===== src/rtl/alu_pkg.sv =====
// Shared ALU op encoding and RV32I field constants for the issue stage and the ALU.
package alu_pkg;

  typedef enum logic [3:0] {
    ALU_NOP  = 4'h0,
    ALU_ADD  = 4'h1,
    ALU_SUB  = 4'h2,
    ALU_SLT  = 4'h3,
    ALU_SLTU = 4'h4,
    ALU_OR   = 4'h5,
    ALU_XOR  = 4'h6,
    ALU_AND  = 4'h7,
    ALU_SLL  = 4'h8,
    ALU_SRL  = 4'h9,
    ALU_SRA  = 4'hA
  } alu_op_t;

  localparam logic [6:0] OPC_OP     = 7'b0110011;
  localparam logic [6:0] OPC_OP_IMM = 7'b0010011;
  localparam logic [6:0] OPC_LUI    = 7'b0110111;
  localparam logic [6:0] OPC_AUIPC  = 7'b0010111;
  localparam logic [6:0] OPC_JAL    = 7'b1101111;
  localparam logic [6:0] OPC_JALR   = 7'b1100111;

  localparam logic [2:0] F3_ADD  = 3'd0;
  localparam logic [2:0] F3_SLL  = 3'd1;
  localparam logic [2:0] F3_SLT  = 3'd2;
  localparam logic [2:0] F3_SLTU = 3'd3;
  localparam logic [2:0] F3_XOR  = 3'd4;
  localparam logic [2:0] F3_SR   = 3'd5;
  localparam logic [2:0] F3_OR   = 3'd6;
  localparam logic [2:0] F3_AND  = 3'd7;

  localparam logic [6:0] F7_BASE = 7'h00;
  localparam logic [6:0] F7_ALT  = 7'h20;

  typedef struct packed {
    alu_op_t     op;
    logic [31:0] op1;
    logic [31:0] op2;
    logic [4:0]  rd;
    logic        we;
    logic        illegal;
  } alu_req_t;

endpackage


===== src/rtl/alu_issue_decode.sv =====
// Combinational RV32I decode of one instruction into an ALU request.
// Illegal encodings collapse to NOP with zero operands and no writeback.
module alu_issue_decode
  import alu_pkg::*;
#(
  parameter bit SUPPORT_LINK = 1'b1,
  parameter bit MASK_SHAMT   = 1'b1
) (
  input  logic [31:0] instr_i,
  input  logic [31:0] pc_i,
  input  logic [31:0] rs1_data_i,
  input  logic [31:0] rs2_data_i,
  output alu_req_t    req_o
);

  logic [6:0] opcode;
  logic [2:0] f3;
  logic [6:0] f7;
  logic       unused_rs1_field;

  assign opcode           = instr_i[6:0];
  assign f3               = instr_i[14:12];
  assign f7               = instr_i[31:25];
  assign unused_rs1_field = ^instr_i[19:15];

  always_comb begin
    req_o         = '0;
    req_o.op      = ALU_NOP;
    req_o.rd      = instr_i[11:7];
    req_o.illegal = 1'b0;
    case (opcode)
      OPC_OP: begin
        req_o.op1 = rs1_data_i;
        req_o.op2 = rs2_data_i;
        case (f3)
          F3_ADD:  req_o.op = (f7 == F7_ALT) ? ALU_SUB : ALU_ADD;
          F3_SLL:  req_o.op = ALU_SLL;
          F3_SLT:  req_o.op = ALU_SLT;
          F3_SLTU: req_o.op = ALU_SLTU;
          F3_XOR:  req_o.op = ALU_XOR;
          F3_SR:   req_o.op = (f7 == F7_ALT) ? ALU_SRA : ALU_SRL;
          F3_OR:   req_o.op = ALU_OR;
          default: req_o.op = ALU_AND;
        endcase
        if ((f3 == F3_SLL || f3 == F3_SR) && MASK_SHAMT)
          req_o.op2 = {27'b0, rs2_data_i[4:0]};
        if (!(f7 == F7_BASE || (f7 == F7_ALT && (f3 == F3_ADD || f3 == F3_SR))))
          req_o.illegal = 1'b1;
      end
      OPC_OP_IMM: begin
        req_o.op1 = rs1_data_i;
        req_o.op2 = {{20{instr_i[31]}}, instr_i[31:20]};
        case (f3)
          F3_ADD:  req_o.op = ALU_ADD;
          F3_SLT:  req_o.op = ALU_SLT;
          F3_SLTU: req_o.op = ALU_SLTU;
          F3_XOR:  req_o.op = ALU_XOR;
          F3_OR:   req_o.op = ALU_OR;
          F3_AND:  req_o.op = ALU_AND;
          F3_SLL: begin
            req_o.op      = ALU_SLL;
            req_o.op2     = {27'b0, instr_i[24:20]};
            req_o.illegal = (f7 != F7_BASE);
          end
          default: begin
            req_o.op      = (f7 == F7_ALT) ? ALU_SRA : ALU_SRL;
            req_o.op2     = {27'b0, instr_i[24:20]};
            req_o.illegal = (f7 != F7_BASE) && (f7 != F7_ALT);
          end
        endcase
      end
      OPC_LUI: begin
        req_o.op  = ALU_ADD;
        req_o.op2 = {instr_i[31:12], 12'b0};
      end
      OPC_AUIPC: begin
        req_o.op  = ALU_ADD;
        req_o.op1 = pc_i;
        req_o.op2 = {instr_i[31:12], 12'b0};
      end
      OPC_JAL, OPC_JALR: begin
        // Link value pc+4 is computed by the ALU; the jump target is resolved elsewhere.
        req_o.op      = ALU_ADD;
        req_o.op1     = pc_i;
        req_o.op2     = 32'd4;
        req_o.illegal = !SUPPORT_LINK || (opcode == OPC_JALR && f3 != 3'd0);
      end
      default: req_o.illegal = 1'b1;
    endcase
    if (req_o.illegal) begin
      req_o.op  = ALU_NOP;
      req_o.op1 = '0;
      req_o.op2 = '0;
    end
    req_o.we = !req_o.illegal && (req_o.rd != 5'd0);
  end

endmodule


===== src/rtl/alu_issue_stage.sv =====
// ID/EX issue register: one decoded ALU request held under valid/ready until execute takes it.
// 1-cycle latency, full throughput; a flush kills both the held and any same-cycle incoming request.
module alu_issue_stage
  import alu_pkg::*;
#(
  parameter bit SUPPORT_LINK = 1'b1,
  parameter bit MASK_SHAMT   = 1'b1
) (
  input  logic        i_clk,
  input  logic        i_rst,
  input  logic        i_valid,
  output logic        o_ready,
  input  logic [31:0] i_instr,
  input  logic [31:0] i_pc,
  input  logic [31:0] i_rs1_data,
  input  logic [31:0] i_rs2_data,
  input  logic        i_flush,
  output logic        o_valid,
  input  logic        i_ready,
  output logic [3:0]  o_alu_op,
  output logic [31:0] o_operand_1,
  output logic [31:0] o_operand_2,
  output logic [31:0] o_operand_3,
  output logic [4:0]  o_rd,
  output logic        o_rd_we,
  output logic        o_illegal
);

  alu_req_t dec_req;
  alu_req_t req_q;
  logic     valid_q;
  logic     load;

  alu_issue_decode #(
    .SUPPORT_LINK(SUPPORT_LINK),
    .MASK_SHAMT  (MASK_SHAMT)
  ) u_decode (
    .instr_i   (i_instr),
    .pc_i      (i_pc),
    .rs1_data_i(i_rs1_data),
    .rs2_data_i(i_rs2_data),
    .req_o     (dec_req)
  );

  assign o_ready = !valid_q || i_ready;
  assign load    = i_valid && o_ready;

  // Payload only changes on a real load, so a stalled request stays bit-stable.
  always_ff @(posedge i_clk or posedge i_rst) begin
    if (i_rst) begin
      valid_q <= 1'b0;
      req_q   <= '0;
    end else if (i_flush) begin
      valid_q <= 1'b0;
    end else if (load) begin
      valid_q <= 1'b1;
      req_q   <= dec_req;
    end else if (i_ready) begin
      valid_q <= 1'b0;
    end
  end

  assign o_valid     = valid_q;
  assign o_alu_op    = req_q.op;
  assign o_operand_1 = req_q.op1;
  assign o_operand_2 = req_q.op2;
  assign o_operand_3 = 32'd0;
  assign o_rd        = req_q.rd;
  assign o_rd_we     = req_q.we;
  assign o_illegal   = req_q.illegal;

endmodule


===== config.mk =====
export PLATFORM = sky130hd
export DESIGN_NAME = alu_issue_stage
export DESIGN_NICKNAME = d
export VERILOG_FILES = /design/src/rtl/alu_pkg.sv /design/src/rtl/alu_issue_decode.sv /design/src/rtl/alu_issue_stage.sv
export SDC_FILE = /design/constraint.sdc
export NUM_CORES = 1
export LEC_CHECK = 0
export ABC_CLOCK_PERIOD_IN_PS = 2300
export CELL_PAD_IN_SITES_DETAIL_PLACEMENT = 0
export CELL_PAD_IN_SITES_GLOBAL_PLACEMENT = 1
export CORE_MARGIN = 2
export CORE_UTILIZATION = 23
export CTS_CLUSTER_DIAMETER = 120
export CTS_CLUSTER_SIZE = 40
export DETAILED_ROUTE_END_ITERATION = 12
export GPL_TIMING_DRIVEN = 0
export PLACE_DENSITY_LB_ADDON = 0.12
export SKIP_CTS_REPAIR_TIMING = 1
export SLEW_MARGIN = 20
export SYNTH_ARGS = -nofsm -noshare
export SYNTH_HDL_FRONTEND = slang
export SYNTH_SLANG_ARGS = --single-unit
export TNS_END_PERCENT = 1

===== constraint.sdc =====
create_clock -name i_clk -period 2.3 [get_ports i_clk]
set_input_delay 0.46 -clock i_clk [delete_from_list [all_inputs] [get_ports i_clk]]
set_output_delay 0.46 -clock i_clk [all_outputs]
set_load 0.005 [all_outputs]

==> flow_summary.toml, run 1 <==
[synth]
ys_types = 41
synth-main-ff-cell = "dfrtp_1"
synth_top_family_by_area = "compound AO/OA/AOI/OAI gates"
ys_seq_elements = 76
cell_area_after_synthesis_mm2 = 0.003847
synth-seq-area-share_pct = 49.43
multiplexer_share_of_the_synthesized_area_pct = 2.894
synth_warnings = 0
synthXorXnorAreaFrac_pct = 0
postSynthAreaPerCell_um2 = 9.338
fraction_of_synthesis_flops_using_an_asynchronous_set_or_reset_pin_pct = 100.0
syn-instance-count = 412
synth-compound-area-share_pct = 23.87
edff_count_synth = 0
synthAdderAreaFrac_pct = 0
synth_simple_gate_area_share_pct = 13.89

[die]
fp.dieArea_mm2 = 0.01778
core_region_area_mm2 = 0.01647
core_rows = 47
initial_standard_cell_utilization_of_the_core_pct = 23.37
floorplan.io_pins = 242
die_span_in_y_um = 133.3
die_w_um = 133.3

[power_and_ir_drop]
power.share.clock_pct = 42.2
seq_power_share_pct = 39.0
power.ir.vdd_worst_uv = 342.9
static-leakage-power_nw = 2.791
switchingPower_mw = 0.8850
power_per_cell_area_mw_per_mm2 = 543.6
p_comb_share_pct = 18.8
switching_share_pct = 23.98
power_report.internal_total_mw = 2.805

[grt]
grt_use_met2_pct = 26.78
gr-total-overflow = 0
antenna_found_initial = 0
grt_first_pass_wirelength_um = 23230
globalRoute.busiestLayer = "met2"
grt.met1_usage_pct = 22.26
grt_max_degree = 31
global_route.usage.met3_pct = 5.403
groute.usage.overall_pct = 17.03
number_of_global_route_vias_before_repair = 4129

[hold_path]
hold_path_class = "reg -> reg"

[sta]
timing.setup.tns_ps = 0
final_critical_path_setup_slack_ps = 50.51
timing.final.crit_share_pct = 97.80
fmax_mhz = 444.5
report.final.hold_viol_count = 0
unrepaired_setup_endpoints_after_global_routing = "yes"
worst_clock_skew_ps = 6.431
worst_pin_slew_ps = 537.0
layout_min_cycle_time_ps = 2249
final_max_slew_viol_count = 0
final-setup-viol-count = 0
maxSlewHeadroom_pct = 64.12

[layout]
final_net_count = 798
drive_gt1_share_pct = 13.58
areaGrowthSynthToFinish_pct = 76.42
layoutNonFillerInstCount = 890
antenna_cells = 0

[detailed_routing]
drt_wl_total_um = 15120
detailed_routing_iterations_pass_1 = 4
drcViolationCount = 0
via_count = 3964
violation_count_after_the_first_detailed_route_iteration = 144
wl_per_cell_um = 16.99
post_drt_via_cell_ratio = 4.454
detail-route-antenna-nets = 0

[clock_network]
cts_tree = "done"
ctsRootBufferMaster = "clkbuf_16"
clkLatencyLatePin_ps = 340
clk_pin_slew_worst_paths_ps = 60
numCtsBuffers = 9
clk_path_buf_depth = 2
cts_sinks = 76
htree_levels = 3

[critical_path]
crit_path_top_delay_cell = "clkdlybuf4s50_1"
critPathLaunchType = "input pin"
critical-path-top-delay-family = "buffers and inverters"
critical_path.cell_chain = "clkdlybuf4s50_1, nand3b_1, or2_2, a221oi_4, nand3_2, buf_4, o21ai_1"
criticalPathCategory = "in -> reg"
worstPathBufferInverterCount = 2
path_max_fanout = 10
slowest_delay_ps = 560
end_kind = "flop"
worstPathRequired_ps = 2560
cp_data_arrival_time_ps = 2510
ff2ff_setup_slack_ps = 360

[job]
drv.max_cap_violation_count = 0

[place]
number_of_port_buffers = 208
place_hpwl_um = 11630
globalplace.congestion = 0.7652
dp_worst_setup_slack_ps = -606.3
placed_cells = 873

[status]
outcome = "complete, no violations"
## worst register-to-register path, cell delays in order (launching register included)
cell	delay, ps
dfrtp_1	370
nor2b_1	160
nor3b_2	430
buf_2	330
nand4b_1	300
o21ai_0	260
## registers in the layout, summed over array words and instances (netlist names)
signal	cells
o_alu_op	4
o_operand_2	32
o_illegal	1
o_rd_we	1
o_operand_1	32
o_valid	1
o_rd	5
## through the flow
step,util [%],area (um2),hold slack [ps],power [mW]
final,41.22,6788,479.6,3.690
after global placement,38.41,6325,459.9,2.134
after CTS,40.64,6691,486.1,3.739
after global routing,41.22,6788,505.9,3.873
after floorplan,-,3968,469.7,1.688
after detailed placement,38.66,6365,470.5,2.149
## cells in the mapped netlist, drive strengths merged, types with 2 or more instances
library cell,count,area (um2)
a211oi,20,150.1
a21oi,7,35.03
a22oi,52,390.4
a31oi,2,12.51
buf,42,287.8
clkbuf,21,78.83
dfrtp,76,1902
inv,3,11.26
mux2i,10,100.1
nand2,65,244.0
nand2b,2,12.51
nand3,3,20.02
nand3b,3,22.52
nand4,3,18.77
nor2,30,112.6
nor2b,4,25.02
nor4,2,27.53
o211ai,2,15.01
o21ai,48,240.2
## kinds of logic after synthesis
group,after synthesis
buf+inv,66
other cells,1
mux,11
flops,76
compound gates,139
simple gates,119
## power groups by stage
stage                     clock (mW)  sequential, mW  combinational, mW
after global routing            1.67            1.45              0.756
after floorplan                    0            1.46              0.224
after global placement             0            1.46              0.675
after CTS                       1.61            1.44              0.691
after detailed placement           0            1.46              0.687
final                           1.56            1.44              0.693
## final timing paths
path,startpoint,end,cells after the start
worst min-delay path,o_rd[2]$_DFFE_PP0P_,o_rd[2]$_DFFE_PP0P_,2
worst max-delay path,i_instr[5],o_operand_1[10]$_DFFE_PP0P_,7
worst min register to register,o_rd[2]$_DFFE_PP0P_,o_rd[2]$_DFFE_PP0P_,2
worst max register to register,o_valid$_DFFE_PP0P_,o_operand_2[1]$_DFFE_PP0P_,5
max in group asynchronous,i_rst,o_illegal$_DFFE_PP0P_,3
min in group asynchronous,i_rst,o_operand_1[7]$_DFFE_PP0P_,2
## final cells by class
class / instances / area [um2]
clock inverters: 6 / 87.58
inverters: 3 / 15.01
plain buffers: 62 / 399.1
repair buffers: 212 / 2145
multi-input cells: 301 / 1725
flip-flops and latches: 76 / 1902
fillers: 1646 / 9678
clock buffers: 10 / 239.0
well taps: 220 / 275.3
## layer usage
layer  up-vias  routed length [um]
li1       1927                   -
met1      1852                6907
met2       169                6699
met3        16                1260
met4         0                 256
met5         -                   0
## layout by cell type (no fill, tap or decap), drive strengths merged, types with 3 or more instances in the layout
cell and n:
nor2 30, nand3b 3, a211oi 20, a22oi 52, conb 32, nand2 65
mux2i 10, a21oi 7, clkbuf 35, buf 41, dlymetal6s2s 3, o21ai 48
dfrtp 76, nand3 3, clkdlybuf4s50 205, nand4 3, clkinv 4, nor2b 4
No activity file was read; power rests on OpenSTA's default activity.
==> run 2, diff against run 1 <==
--- a/config.mk
+++ b/config.mk
@@ -9,14 +9,14 @@
 export CELL_PAD_IN_SITES_DETAIL_PLACEMENT = 0
 export CELL_PAD_IN_SITES_GLOBAL_PLACEMENT = 1
 export CORE_MARGIN = 2
-export CORE_UTILIZATION = 23
+export CORE_UTILIZATION = 24
+export CTS_BUF_LIST = sky130_fd_sc_hd__clkbuf_4
 export CTS_CLUSTER_DIAMETER = 120
 export CTS_CLUSTER_SIZE = 40
 export DETAILED_ROUTE_END_ITERATION = 12
 export GPL_TIMING_DRIVEN = 0
 export PLACE_DENSITY_LB_ADDON = 0.12
 export SKIP_CTS_REPAIR_TIMING = 1
-export SLEW_MARGIN = 20
 export SYNTH_ARGS = -nofsm -noshare
 export SYNTH_HDL_FRONTEND = slang
 export SYNTH_SLANG_ARGS = --single-unit
==> flow_summary.toml, run 2 (synthesis gave the netlist of run 1 again) <==
[critical_path]
rr_worst_depth = 7
ff2ff_setup_slack_ps = 130
crit-reg2reg-launch = "o_valid$_DFFE_PP0P_"
worstPathRequired_ps = 2610
critical_path.reg2reg.endpoint = "o_operand_2[3]$_DFFE_PP0P_"
end_kind = "flop"
criticalPathCategory = "in -> reg"
cp_data_arrival_time_ps = 2560
critPathLaunchType = "input pin"
path_max_fanout = 10

[sta]
maxSlewHeadroom_pct = 48.81
final_critical_path_setup_slack_ps = 47.18
timing.final.crit_share_pct = 97.95
worst_pin_slew_ps = 767.8
final-setup-viol-count = 0
layout_min_cycle_time_ps = 2253
fin_worst_hold_slack_ps = 222.5
report.final.hold_viol_count = 0
final_max_slew_viol_count = 0
unrepaired_setup_endpoints_after_global_routing = "yes"
worst_clock_skew_ps = 13.32
fmax_mhz = 443.9

[layout]
areaGrowthSynthToFinish_pct = 68.55
multi_input_area_mm2 = 0.001697
layout.core_utilization_pct = 41.12
layout.filler_cells = 1651
seq_area_mm2 = 0.001902
final_net_count = 797
layout.cells.most_common = "clkdlybuf4s50_1"
antenna_cells = 0
final_cell_mix = "208 x clkdlybuf4s50_1, 76 x dfrtp_1, 65 x nand2_1, 52 x a22oi_1"
drive_gt1_share_pct = 10.31

[grt]
grt_max_degree = 39
number_of_global_route_vias_before_repair = 3863
groute.usage.overall_pct = 16.56
antenna_found_initial = 0
gr-total-overflow = 0
grt_first_pass_wirelength_um = 21180

[place]
place_hpwl_um = 11170
number_of_port_buffers = 208
dp_worst_setup_slack_ps = -577.8
globalplace.congestion = 0.7471

[die]
core_region_area_mm2 = 0.01577
die_w_um = 130.6
core_rows = 46
floorplan.io_pins = 242
fp.dieArea_mm2 = 0.01706
initial_standard_cell_utilization_of_the_core_pct = 24.40
die_span_in_y_um = 130.6

[detailed_routing]
violation_count_after_the_first_detailed_route_iteration = 156
wl_per_cell_um = 16.40
post_drt_via_cell_ratio = 4.427
drcViolationCount = 0
detailed_routing_iterations_pass_1 = 5
via_count = 3918
drt_wl_total_um = 14510
detail-route-antenna-nets = 0

[clock_network]
clk_pin_slew_worst_paths_ps = 120
ctsRootBufferMaster = "clkbuf_4"
cts_sinks = 76
cts_tree = "done"
clk_path_buf_depth = 2
clkLatencyLatePin_ps = 450
numCtsBuffers = 9
htree_levels = 3

[power_and_ir_drop]
static-leakage-power_nw = 2.612
power_per_cell_area_mw_per_mm2 = 439.3
power.ir.vdd_worst_uv = 176.4

[job]
drv.max_cap_violation_count = 0

[hold_path]
hold_path_class = "in -> async"

[status]
outcome = "complete, no violations"
run 2: how the worst max path moves through the flow:
| stage | start | endpoint | slack [ps] | cells past startpoint |
|---|---|---|---|---|
| 2_1_floorplan | i_instr[13] | o_operand_2[20]$_DFFE_PP0P_ | 400 | 7 |
| 3_3_place_gp | i_instr[5] | o_operand_1[28]$_DFFE_PP0P_ | -570 | 7 |
| 4_1_cts | i_instr[5] | o_operand_1[24]$_DFFE_PP0P_ | -80 | 7 |
| 3_5_place_dp | i_instr[5] | o_operand_1[24]$_DFFE_PP0P_ | -580 | 7 |
| 6_report | i_instr[12] | o_operand_2[28]$_DFFE_PP0P_ | 50 | 7 |
| 5_1_grt | i_ready | o_operand_2[5]$_DFFE_PP0P_ | -150 | 8 |
run 2: metal layers:
layer	up-vias	GRT usage [%]	wire [um]
met3	15	5.578	1287
met5	-	0	0
met1	1838	21.40	6530
met2	149	25.98	6471
met4	0	5.820	220
li1	1916	-	-
run 2: cell type report:
type	instances	share of cell area, %
flip-flops and latches	76	29.33
clock inverters	4	0.2508
plain buffers	63	5.750
inverters	3	0.2315
multi-input cells	301	26.16
well taps	216	4.167
repair buffers	210	32.72
clock buffers	12	1.389
run 2: critical path, cell delays in order:
cell and delay (ps):
clkdlybuf4s50_1 610, nand2b_1 200, a311oi_1 440, a221oi_2 140, a21oi_2 320, buf_2 310
a211oi_1 70
run 2: stage by stage:
step / TNS [ps] / area, um2 / power, mW / std cells
after floorplan: 0 / 3968 / 1.688 / 443
after global placement: -37580 / 6320 / 2.133 / 867
after detailed placement: -34880 / 6360 / 2.144 / 869
after CTS: -1463 / 6466 / 2.888 / 885
after global routing: -3209 / 6485 / 3.012 / 885
final: 0 / 6485 / 2.849 / 885
run 2: power by group:
part | internal (mW) | switching, mW | total (mW)
registers | 1.40 | 0.0356 | 1.44
logic | 0.418 | 0.262 | 0.680
clock network | 0.248 | 0.486 | 0.733
==> run 3, diff against run 2 <==
--- a/config.mk
+++ b/config.mk
@@ -8,12 +8,13 @@
 export ABC_CLOCK_PERIOD_IN_PS = 2300
 export CELL_PAD_IN_SITES_DETAIL_PLACEMENT = 0
 export CELL_PAD_IN_SITES_GLOBAL_PLACEMENT = 1
-export CORE_MARGIN = 2
+export CORE_MARGIN = 4
 export CORE_UTILIZATION = 24
 export CTS_BUF_LIST = sky130_fd_sc_hd__clkbuf_4
 export CTS_CLUSTER_DIAMETER = 120
 export CTS_CLUSTER_SIZE = 40
 export DETAILED_ROUTE_END_ITERATION = 12
+export GPL_ROUTABILITY_DRIVEN = 1
 export GPL_TIMING_DRIVEN = 0
 export PLACE_DENSITY_LB_ADDON = 0.12
 export SKIP_CTS_REPAIR_TIMING = 1
==> flow_summary.toml, run 3 (synthesis gave the netlist of run 1 again) <==
[power_and_ir_drop]
static-leakage-power_nw = 2.646
switching_share_pct = 26.12
seq_power_share_pct = 46.9
power.share.clock_pct = 30.8
switchingPower_mw = 0.7996
p_comb_share_pct = 22.3
power_per_cell_area_mw_per_mm2 = 467.7
power_report.internal_total_mw = 2.262
power.ir.vdd_worst_uv = 213.0

[grt]
grt_max_degree = 41
grt_first_pass_wirelength_um = 22890
groute.usage.overall_pct = 16.31
antenna_found_initial = 0
number_of_global_route_vias_before_repair = 4023
gr-total-overflow = 0

[clock_network]
cts_sinks = 76
clk_path_buf_depth = 2
ctsRootBufferMaster = "clkbuf_4"
cts_tree = "done"
htree_levels = 3
clkLatencyLatePin_ps = 430
clk_pin_slew_worst_paths_ps = 130
numCtsBuffers = 9

[detailed_routing]
detail-route-antenna-nets = 0
post_drt_via_cell_ratio = 4.440
drt_wl_total_um = 15080
violation_count_after_the_first_detailed_route_iteration = 178
detailed_routing_iterations_pass_1 = 4
drcViolationCount = 0
via_count = 3934
wl_per_cell_um = 17.02

[critical_path]
end_kind = "flop"
path_max_fanout = 10
criticalPathCategory = "in -> reg"
worstPathRequired_ps = 2600
cp_data_arrival_time_ps = 2530
rr_worst_depth = 6
critPathLaunchType = "input pin"

[job]
drv.max_cap_violation_count = 0

[die]
core_rows = 46
core_region_area_mm2 = 0.01577
die_span_in_y_um = 134.6
initial_standard_cell_utilization_of_the_core_pct = 24.40
floorplan.io_pins = 242
fp.dieArea_mm2 = 0.01812
die_w_um = 134.6

[layout]
seq_area_mm2 = 0.001902
multi_input_area_mm2 = 0.001710
drive_gt1_share_pct = 11.34
final_cell_mix = "208 x clkdlybuf4s50_1, 76 x dfrtp_1, 65 x nand2_1, 52 x a22oi_1, 34 x buf_4"
layout.cells.most_common = "clkdlybuf4s50_1"
antenna_cells = 0
final_net_count = 798
layout.filler_cells = 1647
areaGrowthSynthToFinish_pct = 70.11

[hold_path]
worstHoldPathCells = 2
hold_path_class = "reg -> reg"

[sta]
final_critical_path_setup_slack_ps = 67.00
report.final.hold_viol_count = 0
final_max_slew_viol_count = 0
layout_min_cycle_time_ps = 2233
timing.final.crit_share_pct = 97.09
worst_clock_skew_ps = 10.86
fmax_mhz = 447.8
worst_pin_slew_ps = 871.2
maxSlewHeadroom_pct = 41.80
final-setup-viol-count = 0
fin_worst_hold_slack_ps = 492.2
unrepaired_setup_endpoints_after_global_routing = "yes"

[place]
dp_worst_setup_slack_ps = -647.0
number_of_port_buffers = 208
place_hpwl_um = 11920
globalplace.congestion = 0.7891

[status]
outcome = "complete, no violations"
run 3: cell types whose count changed in the layout (fill, tap and decap cells not counted), sizes merged:
cell / previous run / this run
bufinv: 0 / 2
clkbuf: 33 / 32
run 3: final timing paths:
check,startpoint,end,slack (ps)
worst min-delay path,o_rd[4]$_DFFE_PP0P_,o_rd[4]$_DFFE_PP0P_,490
worst max register to register,o_valid$_DFFE_PP0P_,o_operand_2[12]$_DFFE_PP0P_,240
max in group asynchronous,i_rst,o_alu_op[0]$_DFFE_PP0P_,1090
min in group asynchronous,i_rst,o_operand_1[0]$_DFFE_PP0P_,530
worst max-delay path,i_instr[5],o_operand_2[26]$_DFFE_PP0P_,70
worst min register to register,o_rd[4]$_DFFE_PP0P_,o_rd[4]$_DFFE_PP0P_,490
run 3: power by group through the flow:
stage	logic (mW)	registers [mW]	clock network [mW]
2_1_floorplan	0.224	1.46	0
3_3_place_gp	0.676	1.46	0
3_5_place_dp	0.683	1.46	0
4_1_cts	0.687	1.44	0.993
5_1_grt	0.746	1.44	1.03
6_report	0.682	1.44	0.944
run 3: critical path, cell delays in order:
cell,delay (ps)
clkdlybuf4s50_1,570
clkbuf_1,480
nor2b_1,180
a31oi_1,240
clkbuf_1,430
a211oi_1,160
run 3: per-layer routing:
| layer | vias up | part of all wire [%] | GRT usage [%] |
|---|---|---|---|
| met5 | - | 0 | 0 |
| met4 | 0 | 1.0 | 4.751 |
| met3 | 10 | 9.9 | 6.036 |
| met2 | 174 | 46 | 25.56 |
| met1 | 1838 | 43 | 21.19 |
| li1 | 1912 | - | - |
run 3: layout make-up:
cell class | count | area share [%]
Timing Repair Buffer | 211 | 32.35
Sequential cell | 76 | 29.06
Multi-Input combinational cell | 301 | 26.13
Buffer | 63 | 5.754
Tap cell | 216 | 4.129
Clock inverter | 6 | 1.204
Clock buffer | 10 | 1.147
Inverter | 3 | 0.2294
run 3: stage by stage:
stage | std cells | area [um2] | utilization (%) | TNS [ps] | total power, mW
finish | 886 | 6545 | 41.50 | 0 | 3.061
global route | 886 | 6545 | 41.50 | -91.45 | 3.218
CTS | 884 | 6494 | 41.18 | -1589 | 3.116
floorplan | 443 | 3968 | - | 0 | 1.688
global placement | 867 | 6320 | 40.07 | -35940 | 2.135
detailed placement | 868 | 6340 | 40.20 | -34110 | 2.144
